File: config.mk
export PLATFORM = sky130hd
export DESIGN_NAME = s3g_frame_tx_flat
export DESIGN_NICKNAME = d
export VERILOG_FILES = /design/src/rtl/s3g_frame_tx_if.sv /design/src/rtl/s3g_frame_tx.sv /design/src/flat_wrapper.sv
export SDC_FILE = /design/constraint.sdc
export NUM_CORES = 1
export LEC_CHECK = 0
export CORE_ASPECT_RATIO = 0.5
export CORE_MARGIN = 2
export CORE_UTILIZATION = 45
export DETAILED_ROUTE_END_ITERATION = 16
export GPL_TIMING_DRIVEN = 1
export SETUP_SLACK_MARGIN = 0.02
export SLEW_MARGIN = 25
export SYNTH_ARGS = -nofsm -noshare
export SYNTH_HDL_FRONTEND = slang
export SYNTH_SLANG_ARGS = --single-unit
File: constraint.sdc
create_clock -name clk -period 4 [get_ports clk]
set_clock_uncertainty 0.15 [all_clocks]
set_input_delay 0.4 -clock clk [delete_from_list [all_inputs] [get_ports clk]]
set_output_delay 0.4 -clock clk [all_outputs]
set_load 0.03 [all_outputs]
File: src/rtl/s3g_frame_tx_if.sv
// Byte-level interface of the S3G response framer: payload loading from the
// command logic plus the byte handshake towards the UART transceiver.
interface s3g_frame_tx_if;
  logic [7:0] pl_data;
  logic       pl_wr;
  logic       pl_commit;
  logic       pl_abort;
  logic       busy;
  logic       pkt_sent;
  logic       err_overflow;
  logic [7:0] tx_data;
  logic       tx_wr;
  logic       tx_done;

  modport master (
    output pl_data, pl_wr, pl_commit, pl_abort, tx_done,
    input  busy, pkt_sent, err_overflow, tx_data, tx_wr
  );

  modport slave (
    input  pl_data, pl_wr, pl_commit, pl_abort, tx_done,
    output busy, pkt_sent, err_overflow, tx_data, tx_wr
  );
endinterface

File: src/rtl/s3g_frame_tx.sv
// S3G response framer: buffers a payload, tracks its CRC-8 and sends
// D5 / length / payload / CRC to the UART one byte per tx_done handshake.
module s3g_frame_tx #(
  parameter int MAX_PAYLOAD = 32,
  parameter int LEN_W       = 6
) (
  input  logic         clk,
  input  logic         rst_n,
  s3g_frame_tx_if.slave bus
);

  localparam logic [2:0] IDLE = 3'd0;
  localparam logic [2:0] SYNC = 3'd1;
  localparam logic [2:0] LEN  = 3'd2;
  localparam logic [2:0] DATA = 3'd3;
  localparam logic [2:0] CRC  = 3'd4;

  localparam int               AW        = (MAX_PAYLOAD > 1) ? $clog2(MAX_PAYLOAD) : 1;
  localparam logic [LEN_W-1:0] LEN_MAX   = LEN_W'(MAX_PAYLOAD);
  localparam logic [LEN_W-1:0] LEN_ONE   = LEN_W'(1);
  localparam logic [7:0]       SYNC_BYTE = 8'hD5;

  logic [2:0]       state;
  logic [LEN_W-1:0] length;
  logic [LEN_W-1:0] idx;
  logic [7:0]       crc;
  logic [7:0]       tx_data;
  logic             tx_wr;
  logic             pkt_sent;
  logic             err_overflow;
  logic [7:0]       buffer [2**AW];

  logic             idle;
  logic             done_ok;
  logic             abort_idle;
  logic             wr_accept;
  logic             wr_drop;
  logic             start_clr;
  logic             last_data;
  logic [LEN_W-1:0] idx_nxt;
  logic [7:0]       crc_nxt;

  // Reflected CRC-8 (poly 0x8C), LSB of the data byte first.
  function automatic logic [7:0] crc8_byte(input logic [7:0] c, input logic [7:0] d);
    logic [7:0] r;
    r = c;
    for (int i = 0; i < 8; i++) begin
      if (r[0] ^ d[i]) r = (r >> 1) ^ 8'h8C;
      else             r = r >> 1;
    end
    return r;
  endfunction

  assign idle       = (state == IDLE);
  // A tx_done in the same cycle as our own strobe cannot belong to that byte.
  assign done_ok    = bus.tx_done && !tx_wr && !idle;
  assign abort_idle = idle && bus.pl_abort;
  assign wr_accept  = idle && bus.pl_wr && !bus.pl_abort && (length < LEN_MAX);
  assign wr_drop    = bus.pl_wr && !wr_accept && !abort_idle;
  assign start_clr  = (state == SYNC) && tx_wr;
  assign idx_nxt    = idx + LEN_ONE;
  assign last_data  = (idx_nxt == length);
  assign crc_nxt    = crc8_byte(crc, bus.pl_data);

  // NOTE: the payload RAM has no reset; only length/crc decide what is valid.
  always_ff @(posedge clk) begin
    if (wr_accept) buffer[length[AW-1:0]] <= bus.pl_data;
  end

  // NOTE: all state registers use <= so every branch sees pre-edge values.
  always_ff @(posedge clk or negedge rst_n) begin
    if (!rst_n) begin
      length       <= '0;
      crc          <= '0;
      err_overflow <= 1'b0;
    end else begin
      if (abort_idle) begin
        length <= '0;
        crc    <= '0;
      end else if (wr_accept) begin
        length <= length + LEN_ONE;
        crc    <= crc_nxt;
      end else if (state == CRC && done_ok) begin
        length <= '0;
        crc    <= '0;
      end

      if (abort_idle)     err_overflow <= 1'b0;
      else if (wr_drop)   err_overflow <= 1'b1;
      else if (start_clr) err_overflow <= 1'b0;
    end
  end

  always_ff @(posedge clk or negedge rst_n) begin
    if (!rst_n) begin
      state    <= IDLE;
      idx      <= '0;
      tx_data  <= '0;
      tx_wr    <= 1'b0;
      pkt_sent <= 1'b0;
    end else begin
      tx_wr    <= 1'b0;
      pkt_sent <= 1'b0;
      case (state)
        IDLE: begin
          if (bus.pl_commit && !bus.pl_abort) begin
            state   <= SYNC;
            tx_wr   <= 1'b1;
            tx_data <= SYNC_BYTE;
          end
        end
        SYNC: begin
          if (done_ok) begin
            state   <= LEN;
            tx_wr   <= 1'b1;
            tx_data <= 8'(length);
          end
        end
        LEN: begin
          if (done_ok) begin
            tx_wr <= 1'b1;
            if (length == '0) begin
              state   <= CRC;
              tx_data <= crc;
            end else begin
              state   <= DATA;
              idx     <= '0;
              tx_data <= buffer[0];
            end
          end
        end
        DATA: begin
          if (done_ok) begin
            tx_wr <= 1'b1;
            if (last_data) begin
              state   <= CRC;
              tx_data <= crc;
            end else begin
              idx     <= idx_nxt;
              tx_data <= buffer[idx_nxt[AW-1:0]];
            end
          end
        end
        CRC: begin
          if (done_ok) begin
            state    <= IDLE;
            pkt_sent <= 1'b1;
          end
        end
        default: state <= IDLE;
      endcase
    end
  end

  assign bus.busy         = !idle;
  assign bus.pkt_sent     = pkt_sent;
  assign bus.err_overflow = err_overflow;
  assign bus.tx_data      = tx_data;
  assign bus.tx_wr        = tx_wr;

endmodule

File: src/flat_wrapper.sv
// flat-port wrapper written by rule: the top's interface ports become plain ports
module s3g_frame_tx_flat 
#(
  parameter int MAX_PAYLOAD = 32,
  parameter int LEN_W       = 6
)
  (clk, rst_n, bus_pl_data, bus_pl_wr, bus_pl_commit, bus_pl_abort, bus_tx_done, bus_busy, bus_pkt_sent, bus_err_overflow, bus_tx_data, bus_tx_wr);
  s3g_frame_tx_if bus_i ();
  input  logic clk;
  input  logic rst_n;
  input wire logic [$bits(bus_i.pl_data)-1:0] bus_pl_data;
  input wire logic [$bits(bus_i.pl_wr)-1:0] bus_pl_wr;
  input wire logic [$bits(bus_i.pl_commit)-1:0] bus_pl_commit;
  input wire logic [$bits(bus_i.pl_abort)-1:0] bus_pl_abort;
  input wire logic [$bits(bus_i.tx_done)-1:0] bus_tx_done;
  output wire logic [$bits(bus_i.busy)-1:0] bus_busy;
  output wire logic [$bits(bus_i.pkt_sent)-1:0] bus_pkt_sent;
  output wire logic [$bits(bus_i.err_overflow)-1:0] bus_err_overflow;
  output wire logic [$bits(bus_i.tx_data)-1:0] bus_tx_data;
  output wire logic [$bits(bus_i.tx_wr)-1:0] bus_tx_wr;
  assign bus_i.pl_data = bus_pl_data;
  assign bus_i.pl_wr = bus_pl_wr;
  assign bus_i.pl_commit = bus_pl_commit;
  assign bus_i.pl_abort = bus_pl_abort;
  assign bus_i.tx_done = bus_tx_done;
  assign bus_busy = bus_i.busy;
  assign bus_pkt_sent = bus_i.pkt_sent;
  assign bus_err_overflow = bus_i.err_overflow;
  assign bus_tx_data = bus_i.tx_data;
  assign bus_tx_wr = bus_i.tx_wr;
  s3g_frame_tx #(.MAX_PAYLOAD(MAX_PAYLOAD), .LEN_W(LEN_W)) u_core (.clk(clk), .rst_n(rst_n), .bus(bus_i));
endmodule
* After elaboration in Yosys (flattened, before gate mapping)
Memories as Yosys holds them, arrays and structs flattened.
Cells that the tools add are included.
** Word-level totals
- Bits in registers :: 34
- Memory bits (writable) :: 256
- Bits of input ports :: 14
- Output and inout bits :: 12
- Logic and storage cells :: 110
- Memories :: 1
** Operators by class
- Add/subtract/negate cells :: 2
- $lt $le $gt $ge :: 1
- Equality and inequality tests :: 13
- Mux-type cells :: 43
- Bitwise operators :: 16
- Reductions and logical operators :: 26
** Memory list
- u_core.buffer :: depth 32, bits a word 8, rd ports 2, clocked after memory_dff 0, write ports 1, line s3g_frame_tx.sv:31 : logic [7:0] buffer [2**AW];
** Operators by type and width (count)
- $mux W8 :: 17
- $mux W6 :: 7
- $pmux W8 S4 :: 1
- $not A2 Y3 :: 8
- $mux W3 :: 7
- $pmux W3 S5 :: 1
- $add A6 B1 Y6 const B :: 2
- $pmux W6 S2 :: 1
- $logic_and A1 B1 Y1 :: 11
- $ne A2 B1 Y1 const B :: 5
- $reduce_and A5 Y1 :: 2
- $mux W1 :: 8
- $xor A1 B1 Y1 :: 8
- $eq A3 B2 Y1 const B :: 2
- $eq A6 B6 Y1 :: 1
- $logic_not A6 Y1 :: 1
- $lt A6 B6 Y1 const B :: 1
- $ne A2 B2 Y1 const B :: 3
- $reduce_and A6 Y1 :: 1
- $reduce_bool A3 Y1 :: 2
- $logic_not A1 Y1 :: 5
- $reduce_bool A4 Y1 :: 1
- $eq A3 B1 Y1 const B :: 1
- $eq A3 B3 Y1 const B :: 1
- 4 further kinds :: 4

* Longest topological paths before layout
Gate-level depths: netlist of run 1.
- Depth after elaboration :: 18
- Gate-level depth with buffers :: 10
- Mapped depth without buffers :: 8

* Worst setup path before layout of run 1
No wires, ideal clock.
- Path kind :: register -> register
- Start :: register u_core.idx[1]
- End :: register u_core.tx_data[0], in the netlist u_core.bus.tx_data[0]
- Library setup time :: 120 ps
- Data arrival time :: 2197 ps
- Data required time :: 3730 ps
- Slack :: 1533 ps
- Stages on the path, launching flop included :: 10
- Clock period less this slack :: 2467 ps
- Cells stage by stage :: dfrtp_1 ha_1 buf_2 buf_2 buf_2 buf_2 mux4_2 nand2_1 a31oi_1 a31o_1
** On the way
- Word-level cells in the longest chain between the ends :: 5
** RTL lines
- start: declaration :: line s3g_frame_tx.sv:25 : logic [LEN_W-1:0] idx;
- start signal: assignment :: line s3g_frame_tx.sv:139 : idx <= idx_nxt;
- $add A6 B1 Y6 * :: line s3g_frame_tx.sv:61 : assign idx_nxt = idx + LEN_ONE;
- $mem_v2 Z32 W8 / $eq A6 B6 Y1 (equally long branches)
- $mux W8 * :: line s3g_frame_tx.sv:135 : if (last_data) begin
- $mux W8 * :: line s3g_frame_tx.sv:133 : if (done_ok) begin
- $pmux W8 S4 * :: line s3g_frame_tx.sv:104 : case (state)
- end signal: assignment :: line s3g_frame_tx.sv:116 : tx_data <= 8'(length);
- end signal: assignment :: line s3g_frame_tx.sv:137 : tx_data <= crc;
- end signal: assignment :: line s3g_frame_tx.sv:140 : tx_data <= buffer[idx_nxt[AW-1:0]];
- end: declaration :: line s3g_frame_tx.sv:27 : logic [7:0] tx_data;
Every way passes the cells marked *; elsewhere a longest branch is shown, timed or not. The select of a mux whose other input is x is not followed.
A chain may end at the register's enable or synchronous reset.

* Worst setup path after layout of run 1
- Start :: register u_core.idx[0]
- End :: register u_core.tx_data[7], in the netlist u_core.bus.tx_data[7]
Same word-level chain as after synthesis.

==> results of run 1 <==
==> worst max path at each step <==
stage	start	endpoint	slack, ns
2_1_floorplan	u_core.idx[1]	u_core.bus.tx_data[0]	1.53
3_3_place_gp	u_core.idx[0]	u_core.bus.tx_data[2]	0.89
3_5_place_dp	u_core.idx[0]	u_core.bus.tx_data[7]	0.85
4_1_cts	u_core.idx[0]	u_core.bus.tx_data[7]	0.84
5_1_grt	u_core.idx[0]	u_core.bus.tx_data[7]	0.52
6_report	u_core.idx[0]	u_core.bus.tx_data[7]	0.82
==> final cells by class <==
type                       count  area [um2]  share of cell area (%)
timing repair buffer          77         663                    4.70
tap                          352         440                    3.12
inverter                      10        37.5                   0.266
clock inverter                16         166                    1.18
multi-input combinational    482        3570                    25.3
clock buffer                  32         673                    4.78
sequential                   290        8540                    60.6
antenna                        1        2.50                  0.0178
==> registers in the layout, indices dropped and copies added, names as in the netlist <==
signal,count
u_core.buffer,256
u_core.bus.tx_data,8
u_core.crc,8
u_core.idx,6
u_core.length,6
u_core.state,3
u_core.bus.err_overflow,1
u_core.bus.pkt_sent,1
u_core.bus.tx_wr,1
==> metrics by stage <==
stage / total power, mW / instances / hold slack [ns]
after floorplan: 5.70 / 827 / -0.0456
after CTS: 9.19 / 1259 / 0.325
after detailed placement: 6.68 / 1210 / 0.389
final: 9.17 / 1260 / 0.318
after global placement: 6.66 / 1210 / 0.377
after global routing: 9.59 / 1259 / 0.387
==> worst register-to-register path, stage by stage, from the launching register on <==
cell     delay (ns)
dfrtp_4        0.47
ha_2           0.30
xnor2_4        0.70
xnor2_1        0.22
nor4_4         0.48
nand4_1        0.33
o211a_1        0.31
o32ai_1        0.12
==> power by group <==
part           total (mW)  switching, mW  internal (mW)
sequential           3.63          0.198           3.43
combinational        3.02           1.81           1.21
clock                2.52           1.12           1.40
total                9.17           3.13           6.04
==> cells in the mapped netlist (all sizes together) (2+ instances only) <==
master,count
a211oi,3
a21boi,4
a21oi,8
a221oi,3
a222oi,3
a311o,3
a31o,3
a31oi,7
a32o,4
a32oi,2
a41oi,8
and2,6
and3,4
buf,29
clkbuf,16
dfrtp,34
edfxtp,256
ha,5
inv,10
mux2,2
mux2i,12
mux4,44
nand2,116
nand2b,3
nand3,57
nand3b,4
nand4,4
nor2,61
nor2b,5
nor3,7
nor4,3
o21a,3
o21ai,32
o22ai,4
o2bb2ai,3
o311ai,2
or2,2
or3,3
or3b,3
xnor2,26
xor2,11
==> per-layer routing <==
layer | vias to the layer above | GRT usage, % | routed length, um
li1 | 3288 | - | -
met1 | 3778 | 34.9 | 15100
met2 | 260 | 32.7 | 13400
met3 | 44 | 4.98 | 2190
met4 | 2 | 4.73 | 583
met5 | - | 0 | 13
==> cells by family after synthesis <==
group	count (synthesis)	synth area share (%)
mux	58	9.19
flops	290	69.0
fa+ha+maj	5	0.506
xor+xnor	37	2.89
compound gates	102	5.86
buf+inv	55	2.26
simple gates	280	10.3
==> flow_results.org, run 1 <==
** Outcome
- The run finished with clean final reports.

** Finish
- From synthesis to final layout, the design area changed by 13.9%.
- The library cell used most frequently in the layout, excluding fill and tap cells, is edfxtp_1.
- Area of all placed cells without fillers :: 0.0141 mm2
- Fraction of layout instances using a drive strength above 1 :: 16.9%
- Leaving out fill and tap cells, the most frequent cells in the layout are edfxtp_1 (256), nand2_1 (116), nor2_1 (61).
- Fin util :: 52.7%
- At the end of the flow, the number of nets in the layout was 906.
- # fillers :: 2134

** Timing
- Slew @ Worst Pin :: 0.833 ns
- The number of failing hold endpoints at the final stage came to 0.
- Setup violations remaining at the end of the flow were counted as 0.
- Derived from the worst setup path, the maximum achievable clock frequency is 315 MHz.
- The worst path uses 79.4% of the clock period.
- Min Clock Period, post-route :: 3.18 ns
- Total negative slack for setup checks :: 0 ns
- Number of slew-limit violations in the final report :: 0
- Setup repair after global routing left no endpoint under its margin.
- Rel. slew slack :: 44.4%
- Crit path setup slack, layout :: 0.822 ns

** Synth
- After synthesis the netlist holds a flip-flop and latch count of 290.
- Number of flops mapped to enable cells by yosys :: 256
- After synthesis, the largest area contributor takes up 62.1% of total cell area.
- In the post-synthesis netlist, the biggest area contributors are edfxtp_1 (62%), mux4_2 (8.0%), dfrtp_1 (6.9%), nand2_1 (3.5%), nand3_1 (2.2%).
- Number of synthesis warnings :: 0
- For this run, asynchronously set or reset flops after synthesis account for 11.7%.
- When the netlist entered floorplanning its net count stood at 846.
- Commonest register cell after synthesis :: edfxtp_1
- The largest total area in the synthesized netlist belongs to edfxtp_1.
- Post-Syn Instances :: 827
- Cell variety after synth :: 67
- Syn avg cell area :: 15.0 um2
- In this run the cell area of the synthesized design comes to 0.0124 mm2.
- Register area share after synthesis :: 69.0%

** Clock network
- Maximum clock path buffer count :: 3
- Post-cts hold buffer count :: 1
- Clock latency on the worst-skew pair, taken at its later pin, is 0.56 ns.
- Reg clk slew, reported paths :: 0.07 ns
- Quantity of gates resized following cts :: 0
- For this design, the sink count on the clock tree is 290.
- CTS tree :: built
- Counting the buffers created by CTS gives 26.
- Post-CTS setup buffer count :: 0
- In this run the number of H-tree levels came out at 1.
- The tree is rooted in a clkbuf_16.

** Die
- Core Region :: 0.0267 mm2
- Initial Utilization :: 46.3%
- Std cell rows :: 42
- Measured along the x axis, the die boundary spans 239 um.
- Total Die Area :: 0.0289 mm2
- Die height :: 121 um
- Pin placement for this block handled 26 I/O pins.

** Hold path
- Worst min-delay path category :: primary input to asynchronous set/reset pin

** Power
- VDD IR-drop max :: 0.340 mV
- Leakage power of the design :: 4.67 nW
- Dividing total power by cell area gives a power density of 651 mW/mm2.

** Critical path
- The worst register-to-register path begins at u_core.idx[0].
- The worst register-to-register path has a depth of 7.
- Slowest cell on the critical path :: xnor2_4
- Data arrives at the worst endpoint at 3.47 ns.
- CP peak stage delay :: 0.69 ns
- Along the worst path, the maximum fanout reaches 25.
- In this design, the largest share of critical-path delay is due to XOR/XNOR gates.
- The number of buffers and inverters on the critical path is 0.
- The worst setup path is captured at a register.
- Critical Setup Path Class :: register to register
- STA puts the critical path data required time at 4.29 ns.
- Cells along the critical path :: ha_2 > xnor2_4 > xnor2_1 > nor4_4 > nand4_1 > o211a_1 > o32ai_1
- The setup check on the worst reg-to-reg path leaves a slack of 0.82 ns.
- In this run the number of cells on the critical path is 7.
- Crit Reg-Reg Endpoint :: u_core.bus.tx_data[7]
- Category of the worst setup path launch point :: register

** Place
- Final weighted congestion in routability-driven placement :: 0.880
- Placed wire-length estimate after detailed placement :: 20400 um
- IO buf count :: 25
- At the placement stage, the worst setup path has a slack of 0.851 ns.
- Placed cell areas :: 0.0132 mm2

** Drt
- Detailed routing inserted a total of 7372 vias.
- WL final :: 31200 um
- Once detail routing completed, the nets flagged for antenna violations numbered 0.
- Detailed-route wire length per cell :: 24.8 um
- First-iteration detailed-routing DRC count :: 945
- In the routed design, unresolved DRC markers number 0.
- Dividing the detail-routed via count by the number of cells gives 5.85.
- The first detailed-routing pass took 8 iterations.

** Global route
- The number of antenna violations at the first check in global routing came to 1.
- For this run the aggregate overflow at the end of global routing stands at 0.
- Via count of the first global-routing pass :: 7187
- For this run, the total global-route usage over all layers was measured as 22.5%.
- Wire length of the first global-routing pass :: 47100 um
- Pin count of the biggest net entering global routing :: 35

** Run
- Maximum Capacitance Violations :: 0
(Power assumes the default switching activity.)
==> run 2: changes to the inputs <==
Clock period 4 ns to 3 ns, I/O delays scaled along.
==> flow_results.org, run 2 (same netlist as run 1, synthesis figures left out) <==
** Timing
- Setup repair after global routing missed its margin: false (unchanged).
- Final Hold Vio Count :: 0 (unchanged)
- The maximum clock rate is 360 MHz (was 315 MHz).
- The max-slew headroom at the worst pin is 45.2% (was 44.4%).
- The worst path setup slack after routing came to 0.220 ns (was 0.822 ns).
- The total setup violations reported at the end of the flow was 0 (unchanged).
- The final period utilization came to 92.7% (was 79.4%).
- The measured slew at the worst slew-check pin was 0.822 ns (was 0.833 ns).
- Total negative slack for setup checks :: 0 ns (unchanged)
- Number of slew-limit violations in the final report :: 0 (unchanged)
- The clock period minus final worst setup slack was 2.78 ns (was 3.18 ns).

** Clock network
- Htree depth :: 1 (unchanged)
- The insertion delay to the later sink of the worst-skew pair is 0.54 ns (was 0.56 ns).
- Clock tree sinks :: 290 (unchanged)
- The buffer type at the clock tree root is clkbuf_16 (unchanged).
- CTS tree :: built (unchanged)
- The worst-case clock buffer depth came to 3 (unchanged).
- Number of clock buffers inserted by TritonCTS :: 26 (unchanged)
- The number of buffers inserted to repair setup after CTS is 0 (unchanged).
- Reg clk slew, reported paths :: 0.07 ns (about the same)

** Run
- Maximum Capacitance Violations :: 0 (unchanged)

** Die
- Die width :: 239 um (unchanged)
- The vertical die dimension is 121 um (unchanged).
- The number of top-level pins is 26 (unchanged).
- The number of cell rows was 42 (unchanged).
- The starting density of the core is 46.3% (unchanged).
- The die area was 0.0289 mm2 (unchanged).
- The placeable core area was 0.0267 mm2 (unchanged).

** Finish
- The fraction of layout cells with a size suffix above 1 came to 18.2% (was 16.9%).
- The net count of the finished layout is 920 (was 906).
- The filler-free cell count of the finished design came to 1271 (was 1260).
- Largest register FFs :: 256 (unchanged)
- Most frequent cells in the layout :: edfxtp_1 (256), nand2_1 (116), nor2_1 (61), buf_4 (61), nand3_1 (55) (was edfxtp_1 (256), nand2_1 (116), nor2_1 (61))
- Total inserted antenna cells :: 0 (was 1)
- Area of all placed cells without fillers :: 0.0142 mm2 (was 0.0141 mm2)
- Area growth from synthesis to layout :: 14.7% (was 13.9%)
- Most frequent standard cell in the layout excluding fill and tap cells :: edfxtp_1 (unchanged)

** Global route
- Pin count of the biggest net entering global routing :: 69 (was 35)
- The global-route wire length before repair is 47100 um (about the same).
- The number of antenna violations at the first check in global routing is 0 (was 1).
- The number of global-route vias before repair is 7284 (was 7187).
- The global-route usage over all layers was 22.6% (was 22.5%).
- The overall overflow remaining after global route is 0 (unchanged).

** Critical path
- The kind of capture point of the worst setup path is a register (unchanged).
- Category of the worst setup path launch point :: register (unchanged)
- Slowest cell on the critical path :: dfrtp_4 (was xnor2_4)
- Worst Path Arrival :: 3.06 ns (was 3.47 ns)
- Cells along the critical path :: ha_2 > buf_12 > and2_1 > nand3_1 > a41oi_1 > a31oi_1 > a31o_1 (was ha_2 > xnor2_4 > xnor2_1 > nor4_4 > nand4_1 > o211a_1 > o32ai_1)
- The critical path buffer and inverter count is 1 (was 0).
- The type of the worst setup path is register to register (unchanged).
- The largest fanout of any net on the critical path came to 23 (was 25).
- Cell class contributing the biggest share of worst-path delay :: compound AO/OA/AOI/OAI gates (was XOR/XNOR gates)
- The delay of the slowest critical-path stage was 0.50 ns (was 0.69 ns).
- The required time of the critical path came to 3.28 ns (was 4.29 ns).

** Power
- Leakage power of the design :: 4.74 nW (was 4.67 nW)
- Final total power :: 12.1 mW (was 9.17 mW)
- The maximum vdd drop is 0.448 mV (was 0.340 mV).
- The power per standard cell area was 855 mW/mm2 (was 651 mW/mm2).

** Drt
- The violation count after the first detailed-routing iteration came to 922 (was 945).
- DRC :: 0 (unchanged)
- The routed wire length is 31500 um (was 31200 um).
- Detailed-route wire length per cell :: 24.8 um (about the same)
- Detailed-route vias per instance :: 5.93 (was 5.85)
- Remaining antenna violation count :: 0 (unchanged)
- First-pass iteration count of the detailed router :: 5 (was 8)
- The total via count in the routed design was 7534 (was 7372).

** Place
- Number of placed instances with taps included :: 1224 (was 1210)
- The HPWL after detailed placement is 20800 um (was 20400 um).
- IO buf count :: 25 (unchanged)
- Placed cell areas :: 0.0134 mm2 (was 0.0132 mm2)
- Placement-stage worst setup slack :: 0.269 ns (was 0.851 ns)
- The weighted congestion at the end of routability-driven global placement is 0.870 (was 0.880).

** Hold path
- Worst min-delay path category :: primary input to asynchronous set/reset pin (unchanged)

** Outcome
- Outcome :: completed (unchanged)
run 2: worst paths after layout:
check | endpoint | cells after the start | startpoint | slack [ns]
worst max register to register | u_core.bus.tx_data[0] | 7 | u_core.idx[0] | 0.22
max in group asynchronous | u_core.idx[0] | 2 | rst_n | 1.83
worst min register to register | u_core.crc[3] | 2 | u_core.crc[3] | 0.42
worst min-delay path | u_core.bus.pkt_sent | 2 | rst_n | 0.25
worst max-delay path | u_core.bus.tx_data[0] | 7 | u_core.idx[0] | 0.22
min in group clk | u_core.bus.err_overflow | 3 | bus_pl_wr | 0.29
run 2: final cells by class:
| type | count | area (um2) |
|---|---|---|
| Fill cell | 2180 | 12600 |
| Sequential cell | 290 | 8540 |
| Multi-Input combinational cell | 482 | 3570 |
| Timing Repair Buffer | 91 | 793 |
| Clock buffer | 29 | 683 |
| Tap cell | 352 | 440 |
| Clock inverter | 17 | 123 |
| Inverter | 10 | 37.5 |
run 2: where the power goes:
part / internal [mW] / switching, mW / leakage, nW
registers: 4.57 / 0.208 / 2.75
clock network: 1.74 / 1.46 / 0.394
logic: 1.70 / 2.46 / 1.60
run 2: per-layer routing:
layer,vias up,part of all wire (%),track usage [%]
met3,36,7.0,3.96
met2,301,44,33.5
met4,0,1.9,5.16
met5,-,0,0
met1,3890,47,34.8
li1,3307,-,-
run 2: through the flow:
step	hold slack [ns]	util [%]
floorplan	-0.146	-
global placement	0.288	50.0
detailed placement	0.295	50.0
CTS	0.266	53.0
global route	0.331	53.0
finish	0.248	53.0
run 2: repair_timing:
item / 4_1_cts / 5_1_grt
hold buffers: 1 / 0
resized for setup: 0 / 0
endpoints found under the hold margin: 34 / 0
